**config.mk**
```make
export PLATFORM = sky130hd
export DESIGN_NAME = fir_seq
export DESIGN_NICKNAME = d
export VERILOG_FILES = /design/src/rtl/fir_pkg.sv /design/src/rtl/fir_seq.sv
export SDC_FILE = /design/constraint.sdc
export NUM_CORES = 1
export LEC_CHECK = 0
export BUFFER_PORTS_ARGS = -buffer_cell sky130_fd_sc_hd__buf_2
export CORE_MARGIN = 8
export CORE_UTILIZATION = 51
export CTS_CLUSTER_DIAMETER = 100
export DETAILED_ROUTE_END_ITERATION = 10
export PLACE_DENSITY_LB_ADDON = 0.15
export SYNTH_ARGS = -nofsm -noshare
export SYNTH_HDL_FRONTEND = slang
export SYNTH_SLANG_ARGS = --single-unit
```
**constraint.sdc**
```tcl
create_clock -name clk -period 3 [get_ports clk]
set_input_delay 0.45 -clock clk [delete_from_list [all_inputs] [get_ports clk]]
set_output_delay 0.45 -clock clk [all_outputs]
set_load 0.005 [all_outputs]
```
**src/rtl/fir_pkg.sv**
```systemverilog
// Shared constants for the FIR command sequencer and anything that talks to it:
// burst length, data width, command opcodes and the sequencer state encoding.
package fir_pkg;

  // Default burst length (beats per WIND/LOAD) and data width.
  localparam int NTAPS = 16;
  localparam int DW    = 16;

  // Command opcodes carried on cmd_op.
  localparam logic [1:0] OP_WIND = 2'b00;
  localparam logic [1:0] OP_LOAD = 2'b01;
  localparam logic [1:0] OP_RUN  = 2'b10;
  localparam logic [1:0] OP_ILL  = 2'b11;

  // Sequencer states as an enum for readable benches and waveforms.
  typedef enum logic [2:0] {
    S_IDLE = 3'd0,
    S_WIND = 3'd1,
    S_LOAD = 3'd2,
    S_RUN  = 3'd3,
    S_FIN  = 3'd4
  } state_e;

  // Same encoding as plain constants, so the state register stays a plain vector.
  localparam logic [2:0] ST_IDLE = 3'd0;
  localparam logic [2:0] ST_WIND = 3'd1;
  localparam logic [2:0] ST_LOAD = 3'd2;
  localparam logic [2:0] ST_RUN  = 3'd3;
  localparam logic [2:0] ST_FIN  = 3'd4;

  // True for the three states that move data words to the filter.
  function automatic logic is_burst(input logic [2:0] st);
    return (st == ST_WIND) || (st == ST_LOAD) || (st == ST_RUN);
  endfunction

endpackage

```
**src/rtl/fir_seq.sv**
```systemverilog
// Command sequencer in front of a FIR filter.
// Accepts one command at a time (WIND / LOAD / RUN), then streams a burst of
// data words onto the filter's wind / load / in_valid strobes with one cycle
// of latency, finishing with a single-cycle done pulse.
//
// Handshakes: a command transfers on a rising edge where cmd_valid and
// cmd_ready are both high; a data word transfers on a rising edge where
// s_valid and s_ready are both high. Ready never depends on valid, and a
// producer holds its payload stable until the transfer happens.
module fir_seq #(
  parameter int NTAPS = fir_pkg::NTAPS,
  parameter int DW    = fir_pkg::DW
) (
  input  logic          clk,
  input  logic          rst,
  input  logic          cmd_valid,
  output logic          cmd_ready,
  input  logic [1:0]    cmd_op,
  input  logic [7:0]    cmd_len,
  input  logic          s_valid,
  output logic          s_ready,
  input  logic [DW-1:0] s_data,
  output logic          fir_wind,
  output logic          fir_load,
  output logic          fir_in_valid,
  output logic [DW-1:0] fir_data,
  output logic          busy,
  output logic          done,
  output logic          err,
  output logic [2:0]    dbg_state
);

  import fir_pkg::*;

  // Burst length as an 8-bit target; bursts never exceed 255 beats.
  localparam logic [7:0] NTAPS_8 = 8'(NTAPS);

  // Sequencer state and beat bookkeeping.
  logic [2:0]    r_state;
  logic [7:0]    r_cnt;
  logic [7:0]    r_target;

  // Registered outputs.
  logic          r_cmd_ready;
  logic          r_fir_wind;
  logic          r_fir_load;
  logic          r_fir_in_valid;
  logic [DW-1:0] r_fir_data;
  logic          r_done;
  logic          r_err;

  // Combinational helpers.
  logic [2:0]    w_state_nxt;
  logic          w_cmd_acc;
  logic          w_cmd_legal;
  logic          w_in_burst;
  logic          w_s_ready;
  logic          w_beat;
  logic [7:0]    w_cnt_nxt;
  logic          w_last;

  // cmd_ready is registered, so it already implies the state is IDLE.
  assign w_cmd_acc   = cmd_valid && r_cmd_ready;
  assign w_cmd_legal = (cmd_op != OP_ILL);

  // Words are taken only in a burst state and only until the target is met.
  assign w_in_burst  = is_burst(r_state);
  assign w_s_ready   = w_in_burst && (r_cnt < r_target);
  assign w_beat      = s_valid && w_s_ready;

  // Count cannot wrap: it only advances while strictly below an 8-bit target.
  assign w_cnt_nxt   = r_cnt + 8'd1;
  assign w_last      = w_beat && (w_cnt_nxt == r_target);

  // Next-state selection for the sequencer.
  always_comb begin
    w_state_nxt = r_state;
    case (r_state)
      ST_IDLE: begin
        if (w_cmd_acc) begin
          case (cmd_op)
            OP_WIND: w_state_nxt = ST_WIND;
            OP_LOAD: w_state_nxt = ST_LOAD;
            OP_RUN:  w_state_nxt = (cmd_len == 8'd0) ? ST_FIN : ST_RUN;
            default: w_state_nxt = ST_IDLE;
          endcase
        end
      end
      ST_WIND, ST_LOAD, ST_RUN: begin
        // Leave on the same edge that registers the final strobe.
        if (w_last) begin
          w_state_nxt = ST_FIN;
        end
      end
      ST_FIN:  w_state_nxt = ST_IDLE;
      default: w_state_nxt = ST_IDLE;
    endcase
  end

  // State register.
  always_ff @(posedge clk) begin
    if (rst) begin
      r_state <= ST_IDLE;
    end else begin
      r_state <= w_state_nxt;
    end
  end

  // Beat counter and burst target: cleared and latched when a command is taken.
  always_ff @(posedge clk) begin
    if (rst) begin
      r_cnt    <= 8'd0;
      r_target <= 8'd0;
    end else if ((r_state == ST_IDLE) && w_cmd_acc) begin
      r_cnt <= 8'd0;
      case (cmd_op)
        OP_WIND: r_target <= NTAPS_8;
        OP_LOAD: r_target <= NTAPS_8;
        OP_RUN:  r_target <= cmd_len;
        default: r_target <= 8'd0;
      endcase
    end else if (w_beat) begin
      r_cnt <= w_cnt_nxt;
    end
  end

  // Command-side ready: raised one cycle after the FSM has settled in IDLE,
  // so it is low during reset, during FIN and during the done cycle.
  always_ff @(posedge clk) begin
    if (rst) begin
      r_cmd_ready <= 1'b0;
    end else begin
      r_cmd_ready <= (r_state == ST_IDLE) && !(w_cmd_acc && w_cmd_legal);
    end
  end

  // Filter strobes: exactly one strobe per beat, chosen by the burst type.
  always_ff @(posedge clk) begin
    if (rst) begin
      r_fir_wind     <= 1'b0;
      r_fir_load     <= 1'b0;
      r_fir_in_valid <= 1'b0;
    end else begin
      r_fir_wind     <= w_beat && (r_state == ST_WIND);
      r_fir_load     <= w_beat && (r_state == ST_LOAD);
      r_fir_in_valid <= w_beat && (r_state == ST_RUN);
    end
  end

  // Filter data: captured on a beat, otherwise held so stalls never replay a word.
  always_ff @(posedge clk) begin
    if (rst) begin
      r_fir_data <= '0;
    end else if (w_beat) begin
      r_fir_data <= s_data;
    end
  end

  // Completion and illegal-opcode pulses, each one cycle wide.
  always_ff @(posedge clk) begin
    if (rst) begin
      r_done <= 1'b0;
      r_err  <= 1'b0;
    end else begin
      r_done <= (r_state == ST_FIN);
      r_err  <= (r_state == ST_IDLE) && w_cmd_acc && !w_cmd_legal;
    end
  end

  assign cmd_ready    = r_cmd_ready;
  assign s_ready      = w_s_ready;
  assign fir_wind     = r_fir_wind;
  assign fir_load     = r_fir_load;
  assign fir_in_valid = r_fir_in_valid;
  assign fir_data     = r_fir_data;
  assign busy         = (r_state != ST_IDLE);
  assign done         = r_done;
  assign err          = r_err;
  assign dbg_state    = r_state;

endmodule
```
== Word-level counts from Yosys, hierarchy flattened ==
Index checks and enable logic that the tools add are counted.
Operators by class
  add/subtract/negate cells: 1
  reduce and logical (&&, ||, !) cells: 23
  mux-type cells: 6
  magnitude comparators: 1
  equality and inequality tests: 10
Operators by type and width (count)
  $pmux W8 S2: 1
  $logic_and A1 B1 Y1: 11
  $mux W3: 3
  $pmux W3 S3: 1
  $add A8 B1 Y8 const B: 1
  $eq A8 B8 Y1: 1
  $logic_not A8 Y1: 1
  $lt A8 B8 Y1: 1
  $eq A3 B2 Y1 const B: 2
  $ne A2 B2 Y1 const B: 3
  $pmux W3 S2: 1
  $reduce_or A2 Y1: 2
  $eq A3 B1 Y1 const B: 1
  $eq A3 B3 Y1 const B: 1
  $logic_not A3 Y1: 1
  $reduce_bool A3 Y1: 1
  $reduce_or A3 Y1: 1
  $eq A2 B1 Y1 const B: 1
  $eq A2 B2 Y1 const B: 1
  $logic_not A1 Y1: 2
  $logic_not A2 Y1: 1
  $logic_or A1 B1 Y1: 2
  $reduce_and A2 Y1: 1
Word-level totals
  register bits: 41
  input port bits: 30
  output and inout port bits: 27
  logic and storage cells: 51

== Longest topological paths before layout ==
Gate-level depths: netlist (run 1).
  word-level depth: 8
  mapped depth: 10
  mapped depth without buffers: 8

== Worst setup path after synthesis (run 1) ==
Ideal clock, no wire load.
  path type: flip-flop to flip-flop
  from: register r_cnt[5]
  to: register r_state[1] (netlist: dbg_state[1])
  library setup time: 133 ps
  setup slack: 937 ps
  data required time: 2867 ps
  arrival time: 1930 ps
  cell stages (with the launch flop): 9
  period minus slack after synthesis: 2063 ps
  path buffers: 1
  path through: dfxtp_1 > ha_1 > and3_1 > o21ai_2 > nand3_4 > or2_1 > buf_6 > nor4_2 > o22ai_1
Between the ends
  cells in the longest elaborated chain, start to end: 6
  elaborated cells on any way between the ends: 8
  classes of those cells: add/sub: 1; order compare: 1; eq/ne: 2; reduce/logical: 4
Ends and longest elaborated chain
  start: declaration: RTL line fir_seq.sv:40  | logic [7:0] r_cnt;
  start signal: assignment: RTL line fir_seq.sv:123  | r_cnt <= w_cnt_nxt;
  branches (longest 3 deep; another with $add A8 B1 Y8)
  $logic_and A1 B1 Y1 *: RTL line fir_seq.sv:73  | assign w_last = w_beat && (w_cnt_nxt == r_target);
  $ne A2 B2 Y1 (no line) *
  $reduce_and A2 Y1 (no line) *
  end signal: assignment: RTL line fir_seq.sv:105  | r_state <= w_state_nxt;
  end: declaration: RTL line fir_seq.sv:39  | logic [2:0] r_state;
Every way passes the cells marked *.
A chain may end at the register's enable or synchronous reset.

== Final worst setup path (run 1) ==
  from: register r_cnt[0]
  to: output s_ready
Between the ends
  cells in the longest elaborated chain, start to end: 2
Ends and longest elaborated chain
  $lt A8 B8 Y1: RTL line fir_seq.sv:68  | assign w_s_ready = w_in_burst && (r_cnt < r_target);
  $logic_and A1 B1 Y1: RTL line fir_seq.sv:68
  end: declaration: RTL line fir_seq.sv:21  | output logic s_ready,
No other way between the ends.

==> results of run 1 <==
==> path summary, 6_finish.rpt <==
kind / from / end / slack, ns
setup reg to reg: r_cnt[5] / dbg_state[1] / 0.76
hold / removal: cmd_len[7] / r_target[7] / 0.36
hold reg to reg: fir_data[5] / fir_data[5] / 0.45
setup / recovery: r_cnt[0] / s_ready / 0.71
==> metrics by stage <==
step | hold slack (ns) | utilization | instances | total power, mW
floorplan | 0.453 | - | 233 | 0.637
global placement | 0.440 | 0.616 | 328 | 0.682
detailed placement | 0.446 | 0.616 | 328 | 0.683
CTS | 0.355 | 0.648 | 336 | 1.15
global route | 0.367 | 0.648 | 336 | 1.19
finish | 0.359 | 0.648 | 336 | 1.14
==> tightest hold or removal path, delay by kind of cell <==
kind                   cells  cell delay, ns
and+or+nand+nor            1            0.04
AOI/OAI and AO/OA          1            0.05
buffers and inverters      1            0.08
==> cell type report <==
class,count,share of cell area
sequential,41,0.343
timing repair buffer,58,0.123
inverter,9,0.0141
clock inverter,2,0.0157
clock buffer,6,0.0345
multi-input combinational,172,0.444
tap,48,0.0251
==> synthesized netlist by cell type (3+ instances only) <==
master,number,area [sq um]
nor2_1,16,60.1
inv_1,9,33.8
xor2_1,4,35.0
nor3_1,4,20.0
o21ai_0,8,40.0
nor4b_1,5,43.8
a21oi_1,21,105
nand2_1,51,191
clkbuf_1,5,18.8
nor3b_1,3,22.5
xnor2_1,10,87.6
buf_2,5,25.0
ha_1,9,113
dfxtp_1,41,821
==> power by group through the flow <==
stage               clock (mW)  sequential [mW]  combinational (mW)
floorplan                    0            0.576              0.0614
global placement             0            0.576               0.105
detailed placement           0            0.576               0.106
CTS                      0.478            0.564               0.108
global route             0.500            0.565               0.120
finish                   0.468            0.564               0.107
==> flip-flops by register name (all words and copies together) (netlist names) <==
name,flops
r_cnt,8
cmd_ready,1
dbg_state,3
r_target,8
fir_wind,1
err,1
fir_load,1
fir_data,16
fir_in_valid,1
done,1
==> routing by layer <==
metal	vias to the layer above	routed length [um]	share of wire	GRT usage
met5	-	0	0	0
met4	0	51	0.011	0.0463
met3	6	444	0.091	0.0831
met2	59	2070	0.43	0.234
met1	860	2280	0.47	0.205
li1	908	-	-	-
==> logic make-up after synthesis <==
logic type / after synthesis
and+or+nand+nor: 102
AOI/OAI and AO/OA: 46
DFF: 41
buffers and inverters: 20
xor gates and xnor gates: 14
adders and majority gates: 9
muxes: 1
==> impl_metrics.py, run 1 <==
metrics = {
    "layout": {
        "finalNetCount": 326,
        "final_common_cell": "buf_2",
        "antenna_cells": 0,
        "multi_input_area_sq_mm": 0.00106,
        "fill_cells": 334,
        "drive_gt1_frac": 0.264,
        "design_area_sq_mm": 0.00239,
        "mostFrequentLayoutCells": "buf_2 (56), nand2_1 (51), dfxtp_1 (41)",
        "regArea_sq_um": 821,
        "syn_to_final_growth_pct": 21.3,
    },
    "power": {
        "power.density_mw_per_mm2": 477,
        "p_int_mw": 0.870,
        "leakagePower_nw": 0.953,
        "peakVddDrop_mv": 0.323,
        "comb_power_share": 0.094,
        "swShare": 0.237,
        "switchingPower_mw": 0.270,
        "seq_power_share": 0.495,
        "power.share.clock": 0.411,
    },
    "yosys": {
        "synth_xor_xnor_area_share": 0.0622,
        "yosysSeqAreaShare": 0.417,
        "synth_top_family_by_area": "simple AND/OR/NAND/NOR gates",
        "synth_edf_count": 0,
        "synth_mux_area_frac": 0.00508,
        "ys_async_sr_fraction": 0,
        "yosysWarnings": 0,
        "synth_compound_area_frac": 0.144,
        "avgSynthCellArea_sq_um": 8.46,
        "synth_nets": 272,
        "synthSimpleGateAreaFrac": 0.270,
        "synth_top_flop_cell": "dfxtp_1",
        "synthCells": 233,
        "ys_ff_latch": 41,
        "syn_area_sq_mm": 0.00197,
        "ys_types": 51,
        "synth_fa_ha_area_frac": 0.0571,
    },
    "detailed_routing": {
        "ant_nets": 0,
        "drt-pass1-iter-count": 5,
        "viasPerCell": 5.46,
        "drt_iter0_drc": 105,
        "route.vias.total": 1833,
        "wl_mm": 4.85,
        "drc": 0,
        "wire_per_inst_um": 14.4,
    },
    "grt": {
        "grt_pass1_vias": 1719,
        "overflow": 0,
        "grtUsageTotal": 0.162,
        "antenna_found_initial": 0,
        "grt_pass1_wl_mm": 8.19,
        "grt_max_degree": 28,
    },
    "worst_setup_path": {
        "slowest_delay_ns": 0.42,
        "crit_chain": "inv_1 > ha_1 > nor2b_1 > o211ai_1 > a21oi_2 > nor2_1 > buf_2",
        "crit_type": "register to primary output",
        "required_ns": 2.55,
        "critPathLaunchType": "register",
        "crit_cells": 7,
        "ff2ff_path_depth": 7,
        "cp.arrival_ns": 1.84,
        "cp_max_fo": 8,
        "path_delay_family": "compound AO/OA/AOI/OAI gates",
        "crit_buf_inv": 2,
        "cp-end-kind": "primary output",
        "slowest_stage": "dfxtp_1",
    },
    "timing": {
        "finalMaxSlewViolations": 0,
        "maxSlewHeadroom": 0.544,
        "worstMarginPinSlew_ns": 0.683,
        "fin_setup_tns_ns": 0,
        "fmax_ghz": 0.437,
        "setup_viol": 0,
        "skew_ns": 0.00874,
        "setup_slack_ns": 0.709,
        "rsz0062_at_grt": "no",
        "hold_viol_final": 0,
        "fin_crit_ns": 2.29,
        "min_period_over_period": 0.764,
    },
    "placement": {
        "gp_congestion": 0.889,
        "dp_slack_ns": 0.778,
        "dp_hpwl_mm": 3.61,
        "place_area_sq_mm": 0.00227,
        "port_buffers": 56,
    },
    "clock_tree": {
        "clock_latency_ns": 0.29,
        "root_buffer": "clkbuf_8",
        "clock_sinks": 41,
        "clkTransAtPathRegs_ns": 0.08,
        "cts_resized": 0,
        "cts_setup_buffers": 0,
        "cts_tree": "yes",
        "htree_levels": 2,
        "cts_made_buffers": 5,
        "cts_buffer_depth": 2,
        "cts_hold_buffers": 0,
    },
    "die": {
        "num_io_pins": 57,
        "initial_utilization": 0.534,
        "placeableCoreArea_sq_mm": 0.00369,
        "die_x_um": 78.2,
        "row_count": 22,
        "fp.dieH_um": 78.2,
        "dieArea_sq_mm": 0.00611,
    },
    "hold_path": {
        "min_path_cells": 3,
        "hp-class": "input pin to register",
    },
    "status": {
        "outcome": "completed",
    },
    "flow_run": {
        "cap_violations": 0,
    },
}
Note: power is estimated with default switching activity, not from simulation.
==> run 2, diff against run 1 <==
ABC_AREA = 1   (was default)
CORE_UTILIZATION = 46   (was 51)
clock period = 2.1 ns   (was 3 ns; I/O delays follow)
==> run 2 against run 1 <==
Non-clock buffer count is the same. Clock power grew 24%. Design area grew 0.94%. Largest power group unchanged. Count of clock-buffer cells in the layout grew 1. Final cell count grew 16%. Sequential power grew 90%. Largest cell class unchanged. Utilization shrank 7.8 points. Synthesized area grew 0.19%. Sequential share of layout area shrank 0.16 points. Synthesized cell count grew 19%.
==> impl_metrics.py, run 2 <==
metrics = {
    "status": {
        "outcome": "completed",
    },
    "timing": {
        "holdWs_ns": 0.235,
        "fin_crit_ns": 1.95,
        "worstMarginPinSlew_ns": 0.400,
        "fin_setup_tns_ns": 0,
        "hold_viol_final": 0,
        "fmax_ghz": 0.512,
        "setup_slack_ns": 0.147,
        "setup_viol": 0,
        "rsz0062_at_grt": "no",
        "maxSlewHeadroom": 0.733,
        "skew_ns": 0.00936,
        "finalMaxSlewViolations": 0,
        "min_period_over_period": 0.930,
    },
    "clock_tree": {
        "clock_sinks": 41,
        "cts_made_buffers": 5,
        "clkTransAtPathRegs_ns": 0.08,
        "cts_tree": "yes",
        "root_buffer": "clkbuf_8",
        "clock_latency_ns": 0.30,
        "cts_hold_buffers": 0,
        "htree_levels": 2,
        "cts_buffer_depth": 2,
    },
    "detailed_routing": {
        "drc": 0,
        "drt-pass1-iter-count": 4,
        "route.vias.total": 1900,
        "wire_per_inst_um": 12.5,
        "viasPerCell": 4.88,
        "drt_iter0_drc": 93,
        "ant_nets": 0,
        "wl_mm": 4.88,
    },
    "placement": {
        "gp_congestion": 0.816,
        "dp_slack_ns": 0.151,
        "dp_hpwl_mm": 3.69,
        "dp.cells": 381,
        "port_buffers": 56,
        "place_area_sq_mm": 0.00230,
    },
    "worst_setup_path": {
        "crit_type": "register to primary output",
        "critPathLaunchType": "register",
        "slowest_stage": "dfxtp_1",
        "slowest_delay_ns": 0.37,
        "cp.arrival_ns": 1.64,
        "cp_max_fo": 3,
        "cp-end-kind": "primary output",
        "crit_chain": "inv_1 > ha_1 > a21oi_1 > o21ai_0 > nand2_1 > nand3_2 > inv_1 > buf_2",
        "required_ns": 1.78,
        "crit_top_cell": "inv_1",
    },
    "yosys": {
        "synth_nets": 317,
        "synthCells": 278,
        "synth_area_leaders": "dfxtp_1 (42%), nor2_1 (10%), nand2_1 (8.6%), inv_1 (6.8%), ha_1 (5.7%)",
        "avgSynthCellArea_sq_um": 7.10,
        "ys_types": 27,
        "yosysMostFrequentCell": "nor2_1",
        "synth_top_area_share": 0.416,
        "synthTopCellsByCount": "nor2_1 (54), nand2_1 (45), dfxtp_1 (41), inv_1 (36), o21ai_0 (20)",
        "synth_top_area_cell": "dfxtp_1",
        "synth_edf_count": 0,
        "synth_top_flop_cell": "dfxtp_1",
        "ys_ff_latch": 41,
        "yosysWarnings": 0,
        "yosysSeqAreaShare": 0.416,
        "syn_area_sq_mm": 0.00197,
        "ys_async_sr_fraction": 0,
    },
    "layout": {
        "mostFrequentLayoutCells": "buf_2 (56), nor2_1 (54), nand2_1 (45)",
        "antenna_cells": 0,
        "final_cell_count_no_fill": 389,
        "finalNetCount": 375,
        "syn_to_final_growth_pct": 22.2,
        "drive_gt1_frac": 0.240,
        "design_area_sq_mm": 0.00241,
        "largest_reg_flops": 16,
        "final_common_cell": "buf_2",
    },
    "grt": {
        "overflow": 0,
        "gr-usage-met1": 0.197,
        "grt_use_met2": 0.228,
        "grt_max_degree": 26,
        "grt_pass1_vias": 1810,
        "antenna_found_initial": 0,
        "busiest_layer": "met2",
        "grtUsageMet3": 0.0602,
        "grtUsageTotal": 0.156,
        "grt_pass1_wl_mm": 8.08,
    },
    "die": {
        "row_count": 24,
        "dieArea_sq_mm": 0.00664,
        "num_io_pins": 57,
        "placeableCoreArea_sq_mm": 0.00423,
        "die_x_um": 81.5,
        "fp.dieH_um": 81.5,
        "initial_utilization": 0.466,
    },
    "flow_run": {
        "cap_violations": 0,
    },
    "power": {
        "leakagePower_nw": 1.23,
        "power.density_mw_per_mm2": 1080,
        "peakVddDrop_mv": 0.518,
    },
    "hold_path": {
        "hp-class": "input pin to register",
    },
}
[run 2: routing by layer]
metal / wire [um] / part of all wire / vias up
li1: - / - / 1010
met1: 2310 / 0.47 / 830
met2: 2120 / 0.44 / 51
met3: 365 / 0.075 / 9
met4: 79 / 0.016 / 0
met5: 0 / 0 / -
[run 2: area by class of cell]
| cell class | count | area (sq um) |
|---|---|---|
| clock buffers | 7 | 96.3 |
| clock inverters | 1 | 8.76 |
| fillers | 409 | 1820 |
| inverters | 37 | 141 |
| multi-input cells | 193 | 982 |
| flip-flops and latches | 41 | 825 |
| well taps | 52 | 65.1 |
| repair buffers | 58 | 295 |
[run 2: logic make-up after synthesis]
kind of cell    share of synthesized area
compound gates                      0.139
fa+ha+maj                          0.0570
buf+inv                            0.0868
simple gates                        0.293
flops                               0.416
xor+xnor                          0.00887
[run 2: repair_timing]
action | CTS | global route
endpoints found under the setup margin | 0 | 5
resized for setup | 0 | 5
setup buffers | 0 | 0
[run 2: metrics by stage]
step	utilization	total power, mW
2_1_floorplan	-	1.71
3_3_place_gp	0.544	2.03
3_5_place_dp	0.544	2.04
4_1_cts	0.569	2.63
5_1_grt	0.570	2.85
6_report	0.570	2.60
[run 2: worst paths after layout]
kind / from / end / slack, ns / cells past startpoint
max reg2reg: r_target[3] / r_cnt[4] / 0.20 / 10
min: s_data[10] / fir_data[10] / 0.23 / 3
max: r_target[3] / s_ready / 0.15 / 8
min reg2reg: r_cnt[0] / r_cnt[0] / 0.49 / 2
[run 2: where the power goes]
part	internal (mW)	leakage, nW	switching, mW
sequential	0.946	0.333	0.124
combinational	0.376	0.840	0.580
clock	0.303	0.0549	0.275
[run 2: critical path: cells and delay by family, from the launching register on]
family / cells / cell delay [ns]
flops: 1 / 0.37
fa+ha+maj: 1 / 0.29
buf+inv: 3 / 0.26
compound gates: 2 / 0.24
simple gates: 2 / 0.18
